**src/rtl/seq_det_pkg.sv**
```systemverilog
// Shared constants and helpers for the serial pattern detector.
//   - default geometry and reset configuration
//   - overlap-mode encoding
//   - LEN_W helper (bits needed to hold a length of 0..PAT_W)
package seq_det_pkg;

  localparam int          PAT_W_DEF       = 8;
  localparam logic [7:0]  RST_PATTERN_DEF = 8'b0000_0101;
  localparam int          RST_LEN_DEF     = 3;
  localparam int          CNT_W_DEF       = 16;

  localparam logic OVL_ON  = 1'b1;
  localparam logic OVL_OFF = 1'b0;

  function automatic int len_w(input int pat_w);
    return $clog2(pat_w + 1);
  endfunction

endpackage

```
**src/rtl/seq_det_window.sv**
```systemverilog
// History shift register plus saturating fill counter.
// Ports:
//   clk, rstn   clock, asynchronous active-low reset
//   shift_en    shift in_bit into hist (newest at bit 0) and advance fill
//   in_bit      bit to shift in
//   fill_clr    with shift_en: hist still shifts but fill restarts at 0
//   full_clr    clear hist and fill (takes priority over shifting)
//   hist        history bits
//   fill        number of valid history bits, saturating at PAT_W
module seq_det_window
  import seq_det_pkg::*;
#(
  parameter int PAT_W = PAT_W_DEF,
  parameter int LEN_W = len_w(PAT_W)
) (
  input  logic             clk,
  input  logic             rstn,
  input  logic             shift_en,
  input  logic             in_bit,
  input  logic             fill_clr,
  input  logic             full_clr,
  output logic [PAT_W-1:0] hist,
  output logic [LEN_W-1:0] fill
);

  localparam logic [LEN_W-1:0] FILL_MAX = LEN_W'(PAT_W);

  always_ff @(posedge clk or negedge rstn) begin
    if (!rstn) begin
      hist <= '0;
      fill <= '0;
    end else if (full_clr) begin
      hist <= '0;
      fill <= '0;
    end else if (shift_en) begin
      hist <= {hist[PAT_W-2:0], in_bit};
      if (fill_clr)
        fill <= '0;
      else if (fill != FILL_MAX)
        fill <= fill + LEN_W'(1);
    end
  end

endmodule

```
**src/rtl/seq_detector.sv**
```systemverilog
// Serial bit-pattern detector with runtime pattern, length and overlap mode.
// Ports:
//   clk, rstn            clock, asynchronous active-low reset
//   in, in_vld           serial data bit and its qualifier
//   cfg_we               load cfg_pattern / cfg_len / cfg_ovl (drops this sample)
//   cfg_pattern          pattern, bit [len-1] is received first
//   cfg_len              length; 0 or > PAT_W selects PAT_W
//   cfg_ovl              1 = overlapping matches, 0 = non-overlapping
//   clr_cnt              clear match counter and saturation flag
//   out                  combinational (Mealy) match strobe
//   sync_out             out delayed by one cycle
//   match_cnt, cnt_sat   saturating match count and sticky saturation flag
module seq_detector
  import seq_det_pkg::*;
#(
  parameter int               PAT_W       = PAT_W_DEF,
  parameter logic [PAT_W-1:0] RST_PATTERN = PAT_W'(RST_PATTERN_DEF),
  parameter int               RST_LEN     = RST_LEN_DEF,
  parameter logic             RST_OVL     = OVL_ON,
  parameter int               CNT_W       = CNT_W_DEF,
  localparam int              LEN_W       = len_w(PAT_W)
) (
  input  logic             clk,
  input  logic             rstn,
  input  logic             in,
  input  logic             in_vld,
  input  logic             cfg_we,
  input  logic [PAT_W-1:0] cfg_pattern,
  input  logic [LEN_W-1:0] cfg_len,
  input  logic             cfg_ovl,
  input  logic             clr_cnt,
  output logic             out,
  output logic             sync_out,
  output logic [CNT_W-1:0] match_cnt,
  output logic             cnt_sat
);

  localparam logic [LEN_W-1:0] LEN_MAX = LEN_W'(PAT_W);

  logic [PAT_W-1:0] pat_reg;
  logic [LEN_W-1:0] len_reg;
  logic             ovl_reg;

  logic [PAT_W-1:0] hist;
  logic [LEN_W-1:0] fill;

  logic [PAT_W:0]   win_full;
  logic [PAT_W:0]   mask;
  logic             fill_ok;
  logic             bits_eq;
  logic [CNT_W-1:0] cnt_inc;

  // Configuration registers; out-of-range lengths select the full width.
  always_ff @(posedge clk or negedge rstn) begin
    if (!rstn) begin
      pat_reg <= RST_PATTERN;
      len_reg <= LEN_W'(RST_LEN);
      ovl_reg <= RST_OVL;
    end else if (cfg_we) begin
      pat_reg <= cfg_pattern;
      len_reg <= (cfg_len == '0 || cfg_len > LEN_MAX) ? LEN_MAX : cfg_len;
      ovl_reg <= cfg_ovl;
    end
  end

  seq_det_window #(
    .PAT_W (PAT_W),
    .LEN_W (LEN_W)
  ) u_window (
    .clk      (clk),
    .rstn     (rstn),
    .shift_en (in_vld & ~cfg_we),
    .in_bit   (in),
    .fill_clr (out & (ovl_reg == OVL_OFF)),
    .full_clr (cfg_we),
    .hist     (hist),
    .fill     (fill)
  );

  // The whole history plus the live bit is compared, with bits at and above
  // len masked off; this avoids a variable-width part select.
  assign win_full = {hist, in};
  assign mask     = ~({(PAT_W+1){1'b1}} << len_reg);
  assign bits_eq  = ((win_full ^ {1'b0, pat_reg}) & mask) == '0;
  // len_reg is never 0, so len_reg-1 cannot wrap.
  assign fill_ok  = fill >= (len_reg - LEN_W'(1));
  assign out      = rstn & in_vld & ~cfg_we & fill_ok & bits_eq;

  assign cnt_inc  = match_cnt + CNT_W'(1);

  always_ff @(posedge clk or negedge rstn) begin
    if (!rstn) begin
      sync_out  <= 1'b0;
      match_cnt <= '0;
      cnt_sat   <= 1'b0;
    end else begin
      sync_out <= out;
      if (clr_cnt) begin
        match_cnt <= '0;
        cnt_sat   <= 1'b0;
      end else if (out && match_cnt != '1) begin
        match_cnt <= cnt_inc;
        if (cnt_inc == '1)
          cnt_sat <= 1'b1;
      end
    end
  end

endmodule

```
**config.mk**
```make
export PLATFORM = sky130hd
export DESIGN_NAME = seq_detector
export DESIGN_NICKNAME = d
export VERILOG_FILES = /design/src/rtl/seq_det_pkg.sv /design/src/rtl/seq_det_window.sv /design/src/rtl/seq_detector.sv
export SDC_FILE = /design/constraint.sdc
export NUM_CORES = 1
export LEC_CHECK = 0
export BUFFER_PORTS_ARGS = -buffer_cell sky130_fd_sc_hd__buf_2
export CAP_MARGIN = 20
export CORE_ASPECT_RATIO = 1.5
export CORE_MARGIN = 2
export CORE_UTILIZATION = 35
export DETAILED_ROUTE_END_ITERATION = 16
export MAX_ROUTING_LAYER = met4
export SYNTH_ARGS = -nofsm -noshare
export SYNTH_HDL_FRONTEND = slang
export SYNTH_HIERARCHICAL = 1
export SYNTH_SLANG_ARGS = --single-unit
```
**constraint.sdc**
```tcl
create_clock -name clk -period 3.05 [get_ports clk]
set_input_delay 0.61 -clock clk [delete_from_list [all_inputs] [get_ports clk]]
set_output_delay 0.61 -clock clk [all_outputs]
set_load 0.005 [all_outputs]
```
# ---- Word level (Yosys, flattened, before mapping)
# Index checks and enable logic that the tools add are counted.
dict set report totals {
  ff_bits 43
  output_inout_bits 19
  elab_cells 50
}
dict set report classes {
  n_addsub 3
  order_cmp 2
  n_eq_ne 3
  shifts 1
  muxes 12
  n_bitwise 11
  reduce_logical 10
}
# op n
set op_table {}
lappend op_table {{two-way mux 16 bit} 2}
lappend op_table {{two-way mux 4 bit} 5}
lappend op_table {{adder 16 x 1 -> 16 bit (second input constant)} 1}
lappend op_table {{== test 16 bit (second input constant)} 1}
lappend op_table {{two-way mux 8 bit} 2}
lappend op_table {{inequality test 16 bit (second input constant)} 1}
lappend op_table {{bitwise AND 9 bit} 1}
lappend op_table {{zero test 9 bit} 1}
lappend op_table {{NOT 9 bit} 1}
lappend op_table {{<< shifter 9 x 4 -> 9 bit (first input constant)} 1}
lappend op_table {{bitwise XOR 9 x 8 -> 9 bit} 1}
lappend op_table {{bitwise AND 1 bit} 6}
lappend op_table {{nonzero test 2 bit} 3}
lappend op_table {{adder 4 x 1 -> 4 bit (second input constant)} 1}
lappend op_table {{>= comparator 4 bit} 1}
lappend op_table {{> comparator 4 bit (second input constant)} 1}
lappend op_table {{zero test 4 bit} 1}
lappend op_table {{inequality test 4 bit (second input constant)} 1}
lappend op_table {{AND reduction 2 bit} 2}
lappend op_table {{subtractor 4 x 1 -> 4 bit (second input constant)} 1}
lappend op_table {{two-way mux 1 bit} 3}
lappend op_table {{nonzero test 3 bit} 1}
lappend op_table {{NOT 1 bit} 2}
lappend op_table {{logical AND 1 bit} 1}
lappend op_table {{logical OR 1 bit} 1}

# ---- Logic depth before layout (Yosys ltp)
dict set report logic_depth {
  depth_word 9
  mapped_depth 14
  ltp_nobuf 12
}

# ---- Cells and area by module
# The synthesis kept the hierarchy.
# mod n_inst cells_each area_per_inst_um2 seq_area_each_um2
set modules_own_cells {}
lappend modules_own_cells {seq_detector 1 214 1984.4 782.0}
lappend modules_own_cells {seq_det_window 1 54 593.1 300.3}

# ---- Least setup slack after synthesis
# No wires, ideal clock.
dict set report synth_timing {
  kind {register to register}
  start {reg len_reg[0]}
  end {reg u_window.fill[0]}
  arrival_ns 2.919
  required_time_ns 2.933
  path_slack_ns 0.015
  stages_incl_launch_ff 15
  n_path_buf 2
  period_less_slack_ns 3.035
  path_cell_list {dfstp_2 inv_1 ha_1 xnor2_1 ha_1 nor3_1 a31oi_1 nand4_1 or4_1 buf_2 clkbuf_1 nor2_1 nand4bb_4 a211o_1 nand2_1}
}
dict set report synth_via {
  elab_chain_cells 9
  word_cells_on_any_way 14
  classes_between {1 x add/sub; 1 x order compare; 1 x shift; 3 x mux; 5 x bitwise; 3 x reduce/logical}
}
# element line
set synth_rtl {}
lappend synth_rtl {{start: declaration} seq_detector.sv:41} ;# logic [LEN_W-1:0] len_reg;
lappend synth_rtl {{start signal: assignment} seq_detector.sv:57} ;# len_reg <= LEN_W'(RST_LEN);
lappend synth_rtl {{start signal: assignment} seq_detector.sv:61} ;# len_reg <= (cfg_len == '0 || cfg_len > LEN_MAX) ? LEN_MAX : cfg_len;
lappend synth_rtl {{parallel branches: the longest is 4 deep, another holds subtractor 4 x 1 -> 4 bit} -}
lappend synth_rtl {{bitwise AND 1 bit *} seq_detector.sv:87} ;# assign out = rstn & in_vld & ~cfg_we & fill_ok & bits_eq;
lappend synth_rtl {{bitwise AND 1 bit *} seq_detector.sv:74} ;# .fill_clr (out & (ovl_reg == OVL_OFF)),
lappend synth_rtl {{two-way mux 4 bit} seq_det_window.sv:37} ;# if (fill_clr)
lappend synth_rtl {{two-way mux 4 bit} seq_det_window.sv:35} ;# end else if (shift_en) begin
lappend synth_rtl {{two-way mux 4 bit} seq_det_window.sv:32} ;# end else if (full_clr) begin
lappend synth_rtl {{end signal: assignment} seq_det_window.sv:40} ;# fill <= fill + LEN_W'(1);
lappend synth_rtl {{end: declaration} seq_det_window.sv:23} ;# output logic [LEN_W-1:0] fill
# Every way passes the cells marked *. The select of a mux whose other input is x is not followed.
# A chain may end at the register's enable or synchronous reset.

# ---- Final worst setup path
dict set report layout_timing {
  start {reg len_reg[1]}
  end {out out}
}
dict set report layout_via {
  elab_chain_cells 5
  word_cells_on_any_way 8
  classes_between {1 x add/sub; 1 x order compare; 1 x shift; 4 x bitwise; 1 x reduce/logical}
}
# element line
set layout_rtl {}
lappend layout_rtl {{parallel branches: the longest is 4 deep, another holds subtractor 4 x 1 -> 4 bit} -}
lappend layout_rtl {{bitwise AND 1 bit *} seq_detector.sv:87}
lappend layout_rtl {{end: declaration} seq_detector.sv:32} ;# output logic out,
# Every way passes the cells marked *.

==> flow_metrics.tcl <==
set metrics [dict create \
    status "finished with violations" \
    violations "setup timing" \
    ir_drop_uv 183.8 \
    drc 0 \
    path_delay_family "simple AND/OR/NAND/NOR gates" \
    synth_area_leader_cell "dfrtp_1" \
    hp-class "input port to asynchronous set/reset pin" \
    core_area_um2 7179 \
    h-tree-depth 2 \
    first_global_vias 2241 \
    yosys_warnings 6 \
    fp-row-count 38 \
    p_per_area_nw_per_um2 342.9 \
    critPathCaptureType "output pin" \
    fin_hold_ws_ns 0.4216 \
    r2r-start "len_reg[1]" \
    r2r_slack_ns -0.12 \
    path_max_fanout 3 \
    r2r_cells 12 \
    cpMostUsedCell "ha_4" \
    syn_avg_cell_area_um2 9.617 \
    drt_iter0_drc 117 \
    cp_num_cells 11 \
    cts.sinks 43 \
    hpwl_um 4228 \
    worstSetupPathType "flip-flop to output pin" \
    final_cell_area_um2 3316 \
    drtAntennaViolNets 0 \
    firstDrtPassIters 4 \
    finalHoldViolations 0 \
    area_delta_synth_final_pct 28.64 \
    dieHeight_um 109.1 \
    via_per_inst 5.254 \
    antenna_found_initial 0 \
    clkTransAtPathRegs_ns 0.09 \
    drv_cap 0 \
    period_share_pct 105.5 \
    clk_latency_ns 0.30 \
    drive_above_1_share_pct 35.83 \
    start_kind "flip-flop" \
    start_util_pct 35.90 \
    grt_pass1_wl_um 10510 \
    required_ns 2.44 \
    ios 38 \
    placed_area_um2 2879 \
    timing.fmax_mhz 310.9 \
    slowest_delay_ns 0.57 \
    routabilityCongestion 0.9287 \
    worst_slew_pin_slew_ns 0.7950 \
    cts_hold_buf 0 \
    ys_types 43 \
    yosys.area.top_type_share_pct 36.89 \
    rsz0062_at_grt "true" \
    cts-buffers-inserted 5 \
    wl_um 6383 \
    final.min_clock_period_ns 3.217 \
    syn_inst 268 \
    seq_area_frac_synth_pct 41.99 \
    crit_arrival_ns 2.61 \
    fillers 691 \
    ys_ff_latch 43 \
    relSlewSlack_pct 47.00 \
    synth_nets 298 \
    setup_violations 18 \
    leakage_nw 1.410 \
    clk_path_buf_depth 2 \
    slowest_stage "dfstp_2" \
    gr-total-overflow 0 \
    dieArea_um2 8080 \
    largest_reg_flops 16 \
    synth_top_cells_by_area "dfrtp_1 37%, mux2_2 6.6%, ha_1 5.3%, dfstp_2 5.1%, xnor2_1 3.7%" \
    root_buffer "clkbuf_8" \
    setup_ws_ns -0.1666 \
    port_buffers 37 \
    die_w_um 74.07 \
    crit_buf_inv 4 \
    final_cell_mix "38 x dfrtp_1, 36 x buf_2, 23 x nor2_1" \
    vias 2212 \
    cts_tree "done" \
    wire_per_inst_um 15.16 \
    final_common_cell "dfrtp_1" \
    clock_skew_ns 0.008501 \
    slew_violations 0 \
    crit_chain "inv_4 > ha_4 > xnor2_4 > ha_4 > nor3_2 > a31oi_1 > nand4_1 > or4_4 > buf_12 > clkinv_4 > buf_6" \
    r2r-end "match_cnt[6]" \
    synth.cell_area_um2 2577 \
    cp-startpoint "len_reg[1]" \
    final_nets 350 \
    antennaDiodeCount 0 \
    grt_usage_pct 17.00 \
    grt_max_degree 44 \
]
## worst max-delay path by stage
stage / to / slack (ns)
floorplan: u_window/fill[0] / 0.01
global placement: out / 0.02
detailed placement: match_cnt[6] / -0.01
CTS: out / -0.17
global route: out / -0.25
finish: out / -0.17
## through the flow
step	std cells	util (%)	setup WS (ns)	total power, mW	TNS, ns
global route	421	46.18	-0.2492	1.185	-3.060
floorplan	268	-	0.01470	0.7090	0
global placement	400	40.10	0.01708	0.7554	0
finish	421	46.18	-0.1666	1.137	-1.074
CTS	420	44.37	-0.1743	1.145	-0.4842
detailed placement	400	40.10	-0.01418	0.7597	-0.01418
## cell usage after synthesis
| cell type | count |
|---|---|
| mux2i_1 | 8 |
| a211o_1 | 2 |
| a221oi_1 | 2 |
| buf_6 | 2 |
| nand2b_1 | 2 |
| a311oi_1 | 1 |
| o21ai_0 | 10 |
| clkbuf_1 | 6 |
| or4_1 | 5 |
| ha_1 | 11 |
| buf_2 | 4 |
| and2_1 | 2 |
| buf_4 | 1 |
| and3_1 | 1 |
| o41ai_1 | 1 |
| o21a_1 | 1 |
| or3_1 | 4 |
| and4_1 | 3 |
| o32ai_1 | 2 |
| a21oi_1 | 15 |
| a31oi_1 | 2 |
| xor2_1 | 4 |
| nand3_1 | 7 |
| o31ai_1 | 3 |
| a32oi_1 | 1 |
| inv_1 | 13 |
| nand4_1 | 8 |
| nor4_1 | 3 |
| nand2_1 | 17 |
| o22ai_1 | 4 |
| mux2_2 | 15 |
| dfrtp_1 | 38 |
| nor3b_1 | 3 |
| nand4bb_4 | 1 |
| dfstp_2 | 5 |
| a211oi_1 | 1 |
| buf_1 | 1 |
| nor2_1 | 23 |
| nor3_1 | 13 |
| a221o_1 | 1 |
| nand3b_1 | 4 |
| xnor2_1 | 11 |
| nor2b_1 | 7 |
## kinds of logic (layout without fill, tap and decap cells)
| logic type | after synthesis | after routing | synth area share, % |
|---|---|---|---|
| AND/OR/NAND/NOR | 103 | 103 | 21.84 |
| AO/OA/AOI/OAI | 46 | 46 | 11.21 |
| flip-flops | 43 | 43 | 41.99 |
| buffers and inverters | 27 | 80 | 4.854 |
| multiplexers | 23 | 23 | 9.660 |
| XOR/XNOR | 15 | 15 | 5.097 |
| adder cells (fa/ha/maj) | 11 | 11 | 5.340 |
## layer usage
layer  vias to the layer above  GRT usage [%]  part of all wire (%)
li1                       1068              -                     -
met1                      1086          19.92                    43
met2                        44          29.27                    52
met3                        14          2.311                   2.9
met4                         0          6.104                   2.2
met5                         -              -                     0
## power by group
part / internal [mW] / switching (mW) / total (mW)
sequential: 0.593 / 0.0190 / 0.612
combinational: 0.0811 / 0.0853 / 0.166
clock: 0.161 / 0.197 / 0.359
## worst reg2reg max path, stage by stage, from the launching register on
cell and delay (ns):
dfstp_2 0.57, inv_4 0.06, ha_4 0.17, xnor2_4 0.13, ha_4 0.26, nor3_2 0.03, a31oi_1 0.14, nand4_1 0.11
or4_4 0.57, buf_12 0.15, buf_4 0.20, nor4_4 0.30, mux2_2 0.36
## layout make-up
class / instances / area, um^2 / area share [%]
repair buffers: 59 / 401.6 / 12.11
clock buffers: 7 / 76.32 / 2.302
well taps: 100 / 125.1 / 3.774
inverters: 13 / 58.81 / 1.774
multi-input cells: 198 / 1567 / 47.25
clock inverters: 1 / 5.005 / 0.1509
flip-flops and latches: 43 / 1082 / 32.64
## what timing repair did
item | 4_1_cts | 5_1_grt
cloned | 1 | 0
gates resized for setup | 23 | 25
pin swaps | 8 | 10
setup buffers | 11 | 4
endpoints found under the setup margin | 4 | 21
Power figures use the tool's default switching activity.
